File: src/rtl/cc1200_access_ctrl.sv
// CC1200 SPI access sequencer: turns one register request into a CS_n framed byte stream.
// Optional build macro CC1200_EXT_ADDR_EN enables extended-space addressing (req_addr[15:8]==8'h2F).
module cc1200_access_ctrl #(
    parameter int LEN_W       = 8,
    parameter int TIMEOUT_CYC = 65535
) (
    input  logic             i_clk,
    input  logic             i_rstn,
    input  logic             i_req_valid,
    output logic             o_req_ready,
    input  logic             i_req_write,
    input  logic [15:0]      i_req_addr,
    input  logic [LEN_W-1:0] i_req_len,
    input  logic [7:0]       i_wr_data,
    input  logic             i_wr_valid,
    output logic             o_wr_ready,
    output logic [7:0]       o_rd_data,
    output logic             o_rd_valid,
    output logic [7:0]       o_status_byte,
    output logic             o_done,
    output logic [1:0]       o_err,
    output logic             o_spi_start,
    output logic             o_spi_stop,
    output logic [7:0]       o_spi_data_out,
    input  logic [7:0]       i_spi_data_in,
    input  logic             i_spi_load_next,
    input  logic             i_spi_busy
);

    // state | meaning
    // IDLE  | waiting for a request, req_ready high
    // START | spi_start pulse, header byte presented
    // EXT   | header shifting, ext register address launched next
    // DATA  | one data byte launched per engine byte boundary
    // DRAIN | last byte shifting, wait for frame end
    // DONE  | one-cycle done pulse
    typedef enum logic [2:0] {
        S_IDLE,
        S_START,
`ifdef CC1200_EXT_ADDR_EN
        S_EXT,
`endif
        S_DATA,
        S_DRAIN,
        S_DONE
    } state_t;

    localparam int                CNT_W     = LEN_W + 1;
    localparam int                TO_W      = $clog2(TIMEOUT_CYC + 1);
    localparam logic [TO_W-1:0]   TO_RELOAD = TO_W'(TIMEOUT_CYC - 1);

    state_t             r_state;
    state_t             w_next;
    logic               r_write;
    logic [7:0]         r_hdr;
    logic [LEN_W-1:0]   r_len_cnt;
    logic [LEN_W-1:0]   r_fetch_cnt;
    logic [7:0]         r_hold;
    logic               r_hold_full;
    logic [CNT_W-1:0]   r_cmp;
    logic [CNT_W-1:0]   r_total;
    logic               r_samp_stat;
    logic               r_samp_data;
    logic [7:0]         r_status;
    logic [7:0]         r_rd_data;
    logic               r_rd_valid;
    logic [1:0]         r_err;
    logic               r_stop;
    logic [TO_W-1:0]    r_to_cnt;

    logic               w_ext;
    logic               w_ext_in;
    logic               w_accept;
    logic               w_active;
    logic               w_wait;
    logic               w_wr_hs;
    logic               w_to_hit;
    logic               w_stop_set;
    logic               w_data_launch;
    logic               w_use_hold;
    logic               w_bypass;
    logic               w_underrun;
    logic [7:0]         w_byte;
    logic [5:0]         w_hdr_addr;

`ifdef CC1200_EXT_ADDR_EN
    logic               r_ext;
    logic [7:0]         r_addr_lo;
    assign w_ext      = r_ext;
    assign w_ext_in   = (i_req_addr[15:8] == 8'h2F);
    assign w_hdr_addr = w_ext_in ? 6'h2F : i_req_addr[5:0];
    assign w_wait     = (r_state == S_EXT) || (r_state == S_DATA) || (r_state == S_DRAIN);
`else
    logic [9:0]         w_unused_addr;
    assign w_unused_addr = i_req_addr[15:6];
    assign w_ext         = 1'b0;
    assign w_ext_in      = 1'b0;
    assign w_hdr_addr    = i_req_addr[5:0];
    assign w_wait        = (r_state == S_DATA) || (r_state == S_DRAIN);
`endif

    assign w_accept    = i_req_valid && (r_state == S_IDLE);
    assign w_active    = (r_state != S_IDLE) && (r_state != S_DONE);
    assign o_req_ready = (r_state == S_IDLE);
    assign o_done      = (r_state == S_DONE);
    assign o_wr_ready  = r_write && (r_fetch_cnt != '0) && !r_hold_full &&
                         w_active && (r_state != S_DRAIN);
    assign w_wr_hs     = i_wr_valid && o_wr_ready;
    assign w_to_hit    = w_wait && (r_to_cnt == '0) && !i_spi_load_next;

    assign o_spi_stop    = r_stop || w_stop_set;
    assign o_rd_data     = r_rd_data;
    assign o_rd_valid    = r_rd_valid;
    assign o_status_byte = r_status;
    assign o_err         = r_err;

    always_comb begin
        w_next         = r_state;
        o_spi_start    = 1'b0;
        o_spi_data_out = 8'h00;
        w_stop_set     = 1'b0;
        w_data_launch  = 1'b0;
        w_use_hold     = 1'b0;
        w_bypass       = 1'b0;
        w_underrun     = 1'b0;
        w_byte         = 8'h00;
        case (r_state)
            S_IDLE: begin
                if (w_accept) w_next = S_START;
            end
            S_START: begin
                o_spi_start    = 1'b1;
                o_spi_data_out = r_hdr;
                if (w_ext) begin
`ifdef CC1200_EXT_ADDR_EN
                    w_next = S_EXT;
`endif
                end else if (r_len_cnt != '0) begin
                    w_next = S_DATA;
                end else begin
                    w_stop_set = 1'b1;
                    w_next     = S_DRAIN;
                end
            end
`ifdef CC1200_EXT_ADDR_EN
            S_EXT: begin
                if (i_spi_load_next) begin
                    o_spi_data_out = r_addr_lo;
                    if (r_len_cnt == '0) begin
                        w_stop_set = 1'b1;
                        w_next     = S_DRAIN;
                    end else begin
                        w_next = S_DATA;
                    end
                end
            end
`endif
            S_DATA: begin
                if (i_spi_load_next) begin
                    w_data_launch = 1'b1;
                    if (r_write) begin
                        // holding reg first, then a same-cycle stream byte, else underrun filler
                        if (r_hold_full) begin
                            w_byte     = r_hold;
                            w_use_hold = 1'b1;
                        end else if (w_wr_hs) begin
                            w_byte   = i_wr_data;
                            w_bypass = 1'b1;
                        end else begin
                            w_underrun = 1'b1;
                        end
                    end
                    o_spi_data_out = w_byte;
                    if (r_len_cnt == LEN_W'(1)) begin
                        w_stop_set = 1'b1;
                        w_next     = S_DRAIN;
                    end
                end
            end
            S_DRAIN: begin
                if (!i_spi_busy && (r_cmp == r_total) && !r_samp_stat && !r_samp_data)
                    w_next = S_DONE;
            end
            S_DONE: begin
                w_next = S_IDLE;
            end
            default: begin
                w_next = S_IDLE;
            end
        endcase
        if (w_to_hit) begin
            w_stop_set = 1'b1;
            w_next     = S_DONE;
        end
    end

    always_ff @(posedge i_clk or negedge i_rstn) begin
        if (!i_rstn) begin
            r_state     <= S_IDLE;
            r_write     <= 1'b0;
            r_hdr       <= 8'h00;
            r_len_cnt   <= '0;
            r_fetch_cnt <= '0;
            r_hold      <= 8'h00;
            r_hold_full <= 1'b0;
            r_cmp       <= '0;
            r_total     <= '0;
            r_samp_stat <= 1'b0;
            r_samp_data <= 1'b0;
            r_status    <= 8'h00;
            r_rd_data   <= 8'h00;
            r_rd_valid  <= 1'b0;
            r_err       <= 2'b00;
            r_stop      <= 1'b0;
            r_to_cnt    <= TO_RELOAD;
`ifdef CC1200_EXT_ADDR_EN
            r_ext       <= 1'b0;
            r_addr_lo   <= 8'h00;
`endif
        end else begin
            r_state <= w_next;
            if (w_accept) begin
                r_write     <= i_req_write;
                r_hdr       <= {~i_req_write, (i_req_len > LEN_W'(1)), w_hdr_addr};
                r_len_cnt   <= i_req_len;
                r_fetch_cnt <= i_req_write ? i_req_len : '0;
                r_hold_full <= 1'b0;
                r_cmp       <= '0;
                r_total     <= CNT_W'(i_req_len) + CNT_W'(w_ext_in) + CNT_W'(1);
                r_err       <= 2'b00;
                r_stop      <= 1'b0;
`ifdef CC1200_EXT_ADDR_EN
                r_ext       <= w_ext_in;
                r_addr_lo   <= i_req_addr[7:0];
`endif
            end else begin
                if (i_spi_load_next && w_active) r_cmp <= r_cmp + CNT_W'(1);
                if (w_data_launch) r_len_cnt <= r_len_cnt - LEN_W'(1);
                if (w_wr_hs || w_underrun) r_fetch_cnt <= r_fetch_cnt - LEN_W'(1);
                if (w_use_hold) begin
                    r_hold_full <= 1'b0;
                end else if (w_wr_hs && !w_bypass) begin
                    r_hold      <= i_wr_data;
                    r_hold_full <= 1'b1;
                end
                if (w_underrun) r_err[0] <= 1'b1;
                if (w_to_hit)   r_err[1] <= 1'b1;
                if (w_next == S_IDLE)  r_stop <= 1'b0;
                else if (w_stop_set)   r_stop <= 1'b1;
            end
            // completed byte index decides whether the next-cycle sample is status, ext echo or data
            r_samp_stat <= i_spi_load_next && w_active && (r_cmp == '0);
            r_samp_data <= i_spi_load_next && w_active && !r_write && (r_cmp > CNT_W'(w_ext));
            if (r_samp_stat) r_status <= i_spi_data_in;
            if (r_samp_data) r_rd_data <= i_spi_data_in;
            r_rd_valid <= r_samp_data;
            if (!w_wait || i_spi_load_next || (w_next != r_state))
                r_to_cnt <= TO_RELOAD;
            else if (r_to_cnt != '0)
                r_to_cnt <= r_to_cnt - TO_W'(1);
        end
    end

endmodule

File: config.mk
export PLATFORM = sky130hd
export DESIGN_NAME = cc1200_access_ctrl
export DESIGN_NICKNAME = d
export VERILOG_FILES = /design/src/rtl/cc1200_access_ctrl.sv
export SDC_FILE = /design/constraint.sdc
export NUM_CORES = 1
export LEC_CHECK = 0
export BUFFER_PORTS_ARGS = -buffer_cell sky130_fd_sc_hd__buf_2
export CAP_MARGIN = 20
export CELL_PAD_IN_SITES_DETAIL_PLACEMENT = 2
export CELL_PAD_IN_SITES_GLOBAL_PLACEMENT = 2
export CORE_MARGIN = 2
export CORE_UTILIZATION = 35
export CTS_BUF_LIST = sky130_fd_sc_hd__clkbuf_2
export DETAILED_ROUTE_END_ITERATION = 7
export MAX_ROUTING_LAYER = met4
export PLACE_DENSITY_LB_ADDON = 0.1
export SYNTH_ARGS = -nofsm -noshare
export SYNTH_HDL_FRONTEND = slang
export SYNTH_SLANG_ARGS = --single-unit
File: constraint.sdc
create_clock -name i_clk -period 3.1 [get_ports i_clk]
set_input_delay 0.155 -clock i_clk [delete_from_list [all_inputs] [get_ports i_clk]]
set_output_delay 0.155 -clock i_clk [all_outputs]
set_load 0.1 [all_outputs]
; Word-level counts from Yosys, hierarchy flattened
; Cells that the tools add are included.
[word_totals]
out_inout_bits = 32
reg_bits = 93
[classes]
muxes = 52
reduce_logical = 47
n_lt_le_gt_ge = 2
n_eq_ne = 9
add_sub_neg = 5
bitwise_logic = 3
[op_table]
columns = op, count
row1 = $mux W8, 9
row2 = $mux W16, 2
row3 = $mux W1, 30
row4 = $mux W9, 2
row5 = $logic_and A1 B1 Y1, 17
row6 = $logic_not A16 Y1, 1
row7 = $pmux W8 S2, 1
row8 = $reduce_bool A16 Y1, 1
row9 = $reduce_bool A8 Y1, 2
row10 = $sub A16 B1 Y16 const B, 1
row11 = $sub A8 B1 Y8 const B, 2
row12 = $mux W3, 5
row13 = $pmux W3 S4, 1
row14 = $reduce_bool A2 Y1, 6
row15 = $add A8 B1 Y9 const B, 1
row16 = $add A9 B1 Y9 const B, 1
row17 = $eq A9 B9 Y1, 1
row18 = $gt A9 B1 Y1 const B, 1
row19 = $logic_not A9 Y1, 1
row20 = $reduce_bool A3 Y1, 3
row21 = $eq A8 B1 Y1 const B, 1
row22 = $gt A8 B1 Y1 const B, 1
row23 = $logic_not A1 Y1, 8
row24 = $eq A3 B2 Y1 const B, 2
row25 = other kinds (11), 18

; Depth between registers and ports, before layout
[depth]
depth_word = 16
depth_mapped = 8
mapped_depth_nobuf = 7

; Worst setup path after synthesis
; OpenSTA, ideal clock, no wires.
[synth_path]
path_type = register to output
startpoint = reg r_state[0]
endpoint = out o_spi_data_out[0]
n_path_buf = 1
path_stages_with_launch = 6
arrival_time_ns = 4.110
setup_slack_ns = -1.165
required_time_ns = 2.945
path_cell_list = dfrtp_1 clkbuf_1 inv_1 nor3_1 a222oi_1 inv_1
[synth_between]
elab_chain_cells = 10
elab_cells_between_ends = 14
cone_classes = 4 x eq/ne / 5 x mux / 5 x reduce/logical
[synth_rtl]
columns = element, line_no
row1 = start: declaration, 52  ; state_t r_state;
row2 = start signal: assignment, 221  ; r_state <= w_next;
row3 = $ne A3 B3 Y1 or $reduce_bool A3 Y1 (tied branches), 103  ; assign w_active = (r_state != S_IDLE) && (r_state != S_DONE);
row4 = $logic_and A1 B1 Y1, 103
row5 = $logic_and A1 B1 Y1, 106  ; assign o_wr_ready = r_write && (r_fetch_cnt != '0) && !r_hold_full &&
row6 = $logic_and A1 B1 Y1, 107  ; w_active && (r_state != S_DRAIN);
row7 = $logic_and A1 B1 Y1, 108  ; assign w_wr_hs = i_wr_valid && o_wr_ready;
row8 = $mux W8, 166  ; end else if (w_wr_hs) begin
row9 = $mux W8, 163  ; if (r_hold_full) begin
row10 = $mux W8, 161  ; if (r_write) begin
row11 = $mux W8, 159  ; if (i_spi_load_next) begin
row12 = $pmux W8 S2 (*), 127  ; case (r_state)
row13 = end: declaration, 24  ; output logic [7:0] o_spi_data_out,
; Mark *: on every way between the ends. The rest lies on a longest branch, timed or not.

; Worst setup path after layout
[layout_path]
startpoint = reg r_fetch_cnt[0]
endpoint = out o_spi_data_out[1]
[layout_between]
elab_chain_cells = 11
[layout_rtl]
columns = element, line_no
row1 = start: declaration, 57  ; logic [LEN_W-1:0] r_fetch_cnt;
row2 = start signal: assignment, 226  ; r_fetch_cnt <= i_req_write ? i_req_len : '0;
row3 = start signal: assignment, 239  ; if (w_wr_hs || w_underrun) r_fetch_cnt <= r_fetch_cnt - LEN_W'(1);
row4 = $reduce_bool A8 Y1, 106
row5 = $logic_and A1 B1 Y1 (3 in a row), 106
row6 = $logic_and A1 B1 Y1, 107
row7 = $logic_and A1 B1 Y1, 108
row8 = $mux W8, 166
row9 = $mux W8, 163
row10 = $mux W8, 161
row11 = $mux W8, 159
row12 = $pmux W8 S2, 127
; Every way passes these cells.

==> summary.md <==
| Metric | Value |
|---|---|
| F_max | `between 300 and 400 MHz` |
| Power per Cell Area | `roughly 950 nW/um^2` |
| Max FO, Critical Path | `8` |
| Vias in the first global route | `between 4000 and 5000` |
| Total number of vias | `a little under 4000` |
| Startpoint Class | `register` |
| Outcome | `finished, final reports clean` |
| Filler instances | `1417` |
| Vias/cell | `5.258` |
| Pint | `between 2 and 3 mW` |
| Root Driver | `clkbuf_2` |
| Die Y | `119.8 microns` |
| Layout cell share with drive strength beyond 1 | `between 20% and 30%` |
| Core area | `about 13000 sq um` |
| Worst relative slew slack | `between 30% and 40%` |
| Wire length per cell | `between 15 and 20 microns` |
| Diode count | `0` |
| Worst Skew | `around 25 ps` |
| Area contributors post-synth | `dfrtp_1 42%, dfstp_2 8.4%, nand2_1 5.5%` |
| Power share of the combinational group | `between 40 and 50%` |
| Async SR Flop Fraction | `100.0%` |
| 1st-pass router iterations | `5` |
| Antenna-violating nets left | `0` |
| IO buf count | `roughly 70` |
| Clk pwr share | `14.0%` |
| # DRC | `0` |
| Syn_area_per_cell | `10.12 sq um` |
| Final setup violation count | `0` |
| Total Routing Usage GR | `21.65%` |
| Mapped Area | `roughly 4700 sq um` |
| Post-synth cell types | `59` |
| TritonCTS clock tree | `yes` |
| Clk_lat worst skew | `about 600 ps` |
| Final WL | `around 14 mm` |
| Row Count | `42` |
| Sw frac | `about 50%` |
| Largest net degree at the start of global routing | `between 80 and 90` |
| First-pass GRT wire length | `23.69 mm` |
| Mapped Cells | `roughly 460` |
| Post-DP Area | `~5400 sq um` |
| Synth top area share | `41.57%` |
| Finished Cell Area | `between 5000 and 6000 sq um` |
| Yosys top cell by area | `dfrtp_1` |
| Initial Utilization | `35.60%` |
| Clock sinks | `93` |
| DRT iter0 DRCs | `between 100 and 150` |
| Fin util | `between 40% and 50%` |
| I/O pins | `79` |
| Leak pwr | `approximately 2.5 nW` |
| CTS Buf Count | `9` |
| Worst path required time | `between 2000 and 3000 ps` |
| Synth Flop Type | `dfrtp_1` |
| DPL Wire Length | `9.400 mm` |
| Post-synth EDFFs | `0` |
| Worst Tran Pin Value | `approximately 960 ps` |
| Setup Crit Path Kind | `reg -> out` |
| Seq/Total Area, Yosys | `~50%` |
| Synthesis-to-layout area growth | `26.99%` |
| H-tree Lvls | `3` |
| Overflow after GRT | `0` |
| Full die area | `14360 sq um` |
| Tmin final | `around 3000 ps` |
| P_sw | `between 2 and 3 mW` |
| Yosys warns | `0` |
| RePlAce Congestion | `~0.8` |
| Worst vdd ir | `0.0003046 V` |
| Final period util | `94.98%` |
| Reg power frac | `approximately 37%` |
| Final hold vios | `0` |
| Syn nets | `between 500 and 600` |
| CTS Buffer Depth | `2` |
| Hold Path Class | `in -> reg` |
| Flops & latches, synth | `between 90 and 100` |
| Initial antenna violation count | `0` |
| Worst setup EP type | `output port` |
| Nets@finish | `627` |
| CTS clock-pin slew for the worst setup and hold paths | `around 240 ps` |
| WP data arrival | `around 2800 ps` |
| Max-Cap Viols | `0` |
| Die X | `around 120 microns` |
| Max-slew violations | `0` |
| Flop-to-flop setup slack | `~670 ps` |
==> layout by cell type (no fill, tap or decap), types with 3 or more instances in the layout <==
cell and n:
inv_2 9, o21ai_1 10, nand3_1 9, mux2_1 8
nand2b_1 5, nor3_1 13, nor2_1 34, nand3b_1 4
bufinv_16 3, nand4_1 4, buf_4 12, xnor2_1 20
a21oi_1 17, a222oi_1 8, buf_2 58, o21ai_0 8
xor2_1 13, nand2_1 69, or4_1 4, dlygate4sd3_1 37
dfrtp_1 76, o22a_1 4, o211ai_1 4, a31oi_1 7
o21a_1 3, nor2b_1 5, ha_1 9, buf_12 8
inv_1 11, clkbuf_2 11, or3_1 6, mux2_2 16
nor3_2 3, nor4b_1 3, nor4_1 4, and3_1 4
and2_1 4, dfstp_2 15
==> flip-flops by register name, indices dropped and copies added (netlist names), 8 cells and up <==
name	cells
r_to_cnt	16
r_total	9
o_rd_data	8
r_hdr	8
r_hold	8
r_fetch_cnt	8
o_status_byte	8
r_len_cnt	8
r_cmp	9
==> metal layers <==
layer | global-route usage [%] | vias to the layer above | part of all wire [%]
li1 | - | 1843 | -
met5 | - | - | 0
met4 | 6.691 | 0 | 1.5
met1 | 27.10 | 2016 | 44
met2 | 36.86 | 74 | 52
met3 | 2.567 | 16 | 2.9
==> power by group through the flow <==
stage | clock network [mW] | logic [mW] | registers [mW]
2_1_floorplan | 0 | 1.30 | 2.85
3_3_place_gp | 0 | 2.63 | 2.10
3_5_place_dp | 0 | 2.71 | 2.13
4_1_cts | 0.818 | 2.76 | 2.11
5_1_grt | 0.862 | 2.98 | 2.19
6_report | 0.794 | 2.77 | 2.12
==> what timing repair did <==
action                                  in CTS  in global routing
hold buffers                                36                  1
resized for setup                            2                  3
hold endpoints to repair                   138                 11
pin swaps                                    0                  3
endpoints found under the setup margin       3                  8
setup buffers                                0                  2
==> cell type report <==
class	instances	area (sq um)	area share (%)
Sequential cell	93	2349	39.38
Multi-Input combinational cell	330	2218	37.20
Timing Repair Buffer	116	938.4	15.74
Tap cell	176	220.2	3.693
Clock buffer	11	55.05	0.9232
Inverter	20	75.07	1.259
Clock inverter	5	107.6	1.804
==> cell families (layout without fill, tap and decap cells) <==
logic type      count (synthesis)  after routing  synth area share, %
compound gates                 76             76                11.43
xor+xnor                       33             33                6.155
fa+ha+maj                      10             10                2.665
buf+inv                        41            152                3.517
flops                          93             93                49.96
mux                            25             25                5.969
simple gates                  186            186                20.30
==> worst max-delay path, cell delays in order, from the launching register on <==
cell and delay, ps:
dfrtp_1 450, inv_2 90, ha_4 160, nor4b_4 310
a2111oi_4 120, buf_4 180, and4_4 190, a222oi_1 410
inv_2 110, buf_12 180
==> synth_stat cells, types with 4 or more instances <==
| library cell | n |
|---|---|
| a21oi_1 | 17 |
| inv_1 | 20 |
| clkbuf_1 | 10 |
| mux2_2 | 16 |
| o21ai_0 | 8 |
| nor2_1 | 34 |
| nor3_1 | 15 |
| o211ai_1 | 4 |
| nor2b_1 | 5 |
| nor4_1 | 4 |
| nand3b_1 | 4 |
| nand2_1 | 69 |
| nand2b_1 | 5 |
| and3_1 | 4 |
| mux2_1 | 8 |
| or3_1 | 6 |
| o22a_1 | 4 |
| dfrtp_1 | 78 |
| o21ai_1 | 10 |
| a31oi_1 | 7 |
| or4_1 | 4 |
| nand4_1 | 4 |
| ha_1 | 10 |
| nand3_1 | 9 |
| dfstp_2 | 15 |
| xor2_1 | 13 |
| a222oi_1 | 8 |
| and2_1 | 4 |
| buf_2 | 9 |
| xnor2_1 | 20 |
==> final timing paths <==
kind	startpoint	cells after the start	endpoint
max	r_fetch_cnt[0]$_DFFE_PN0P_	9	o_spi_data_out[1]
min	i_req_valid	5	r_hold_full$_DFFE_PN0P_
max reg2reg	r_samp_stat$_DFF_PN0_	5	r_to_cnt[0]$_DFFE_PN0P_
min reg2reg	r_hdr[4]$_DFFE_PN0P_	2	r_hdr[4]$_DFFE_PN0P_
max in group asynchronous	i_rstn	5	r_to_cnt[10]$_DFFE_PN1P_
min in group asynchronous	i_rstn	3	r_hold[6]$_DFFE_PN0P_
==> metrics by stage <==
step / setup WS [ps] / hold WS (ps) / TNS [ps] / power, mW / cells
floorplan: -330.0 / -140.6 / -1036 / 4.153 / 464
global placement: 683.3 / 350.9 / 0 / 4.732 / 696
detailed placement: 656.4 / 360.1 / 0 / 4.841 / 696
CTS: 8.298 / 173.0 / 0 / 5.690 / 748
global route: -6.671 / 213.1 / -6.671 / 6.036 / 751
finish: 155.6 / 228.5 / 0 / 5.682 / 751
Note: power is estimated with default switching activity, not from simulation.
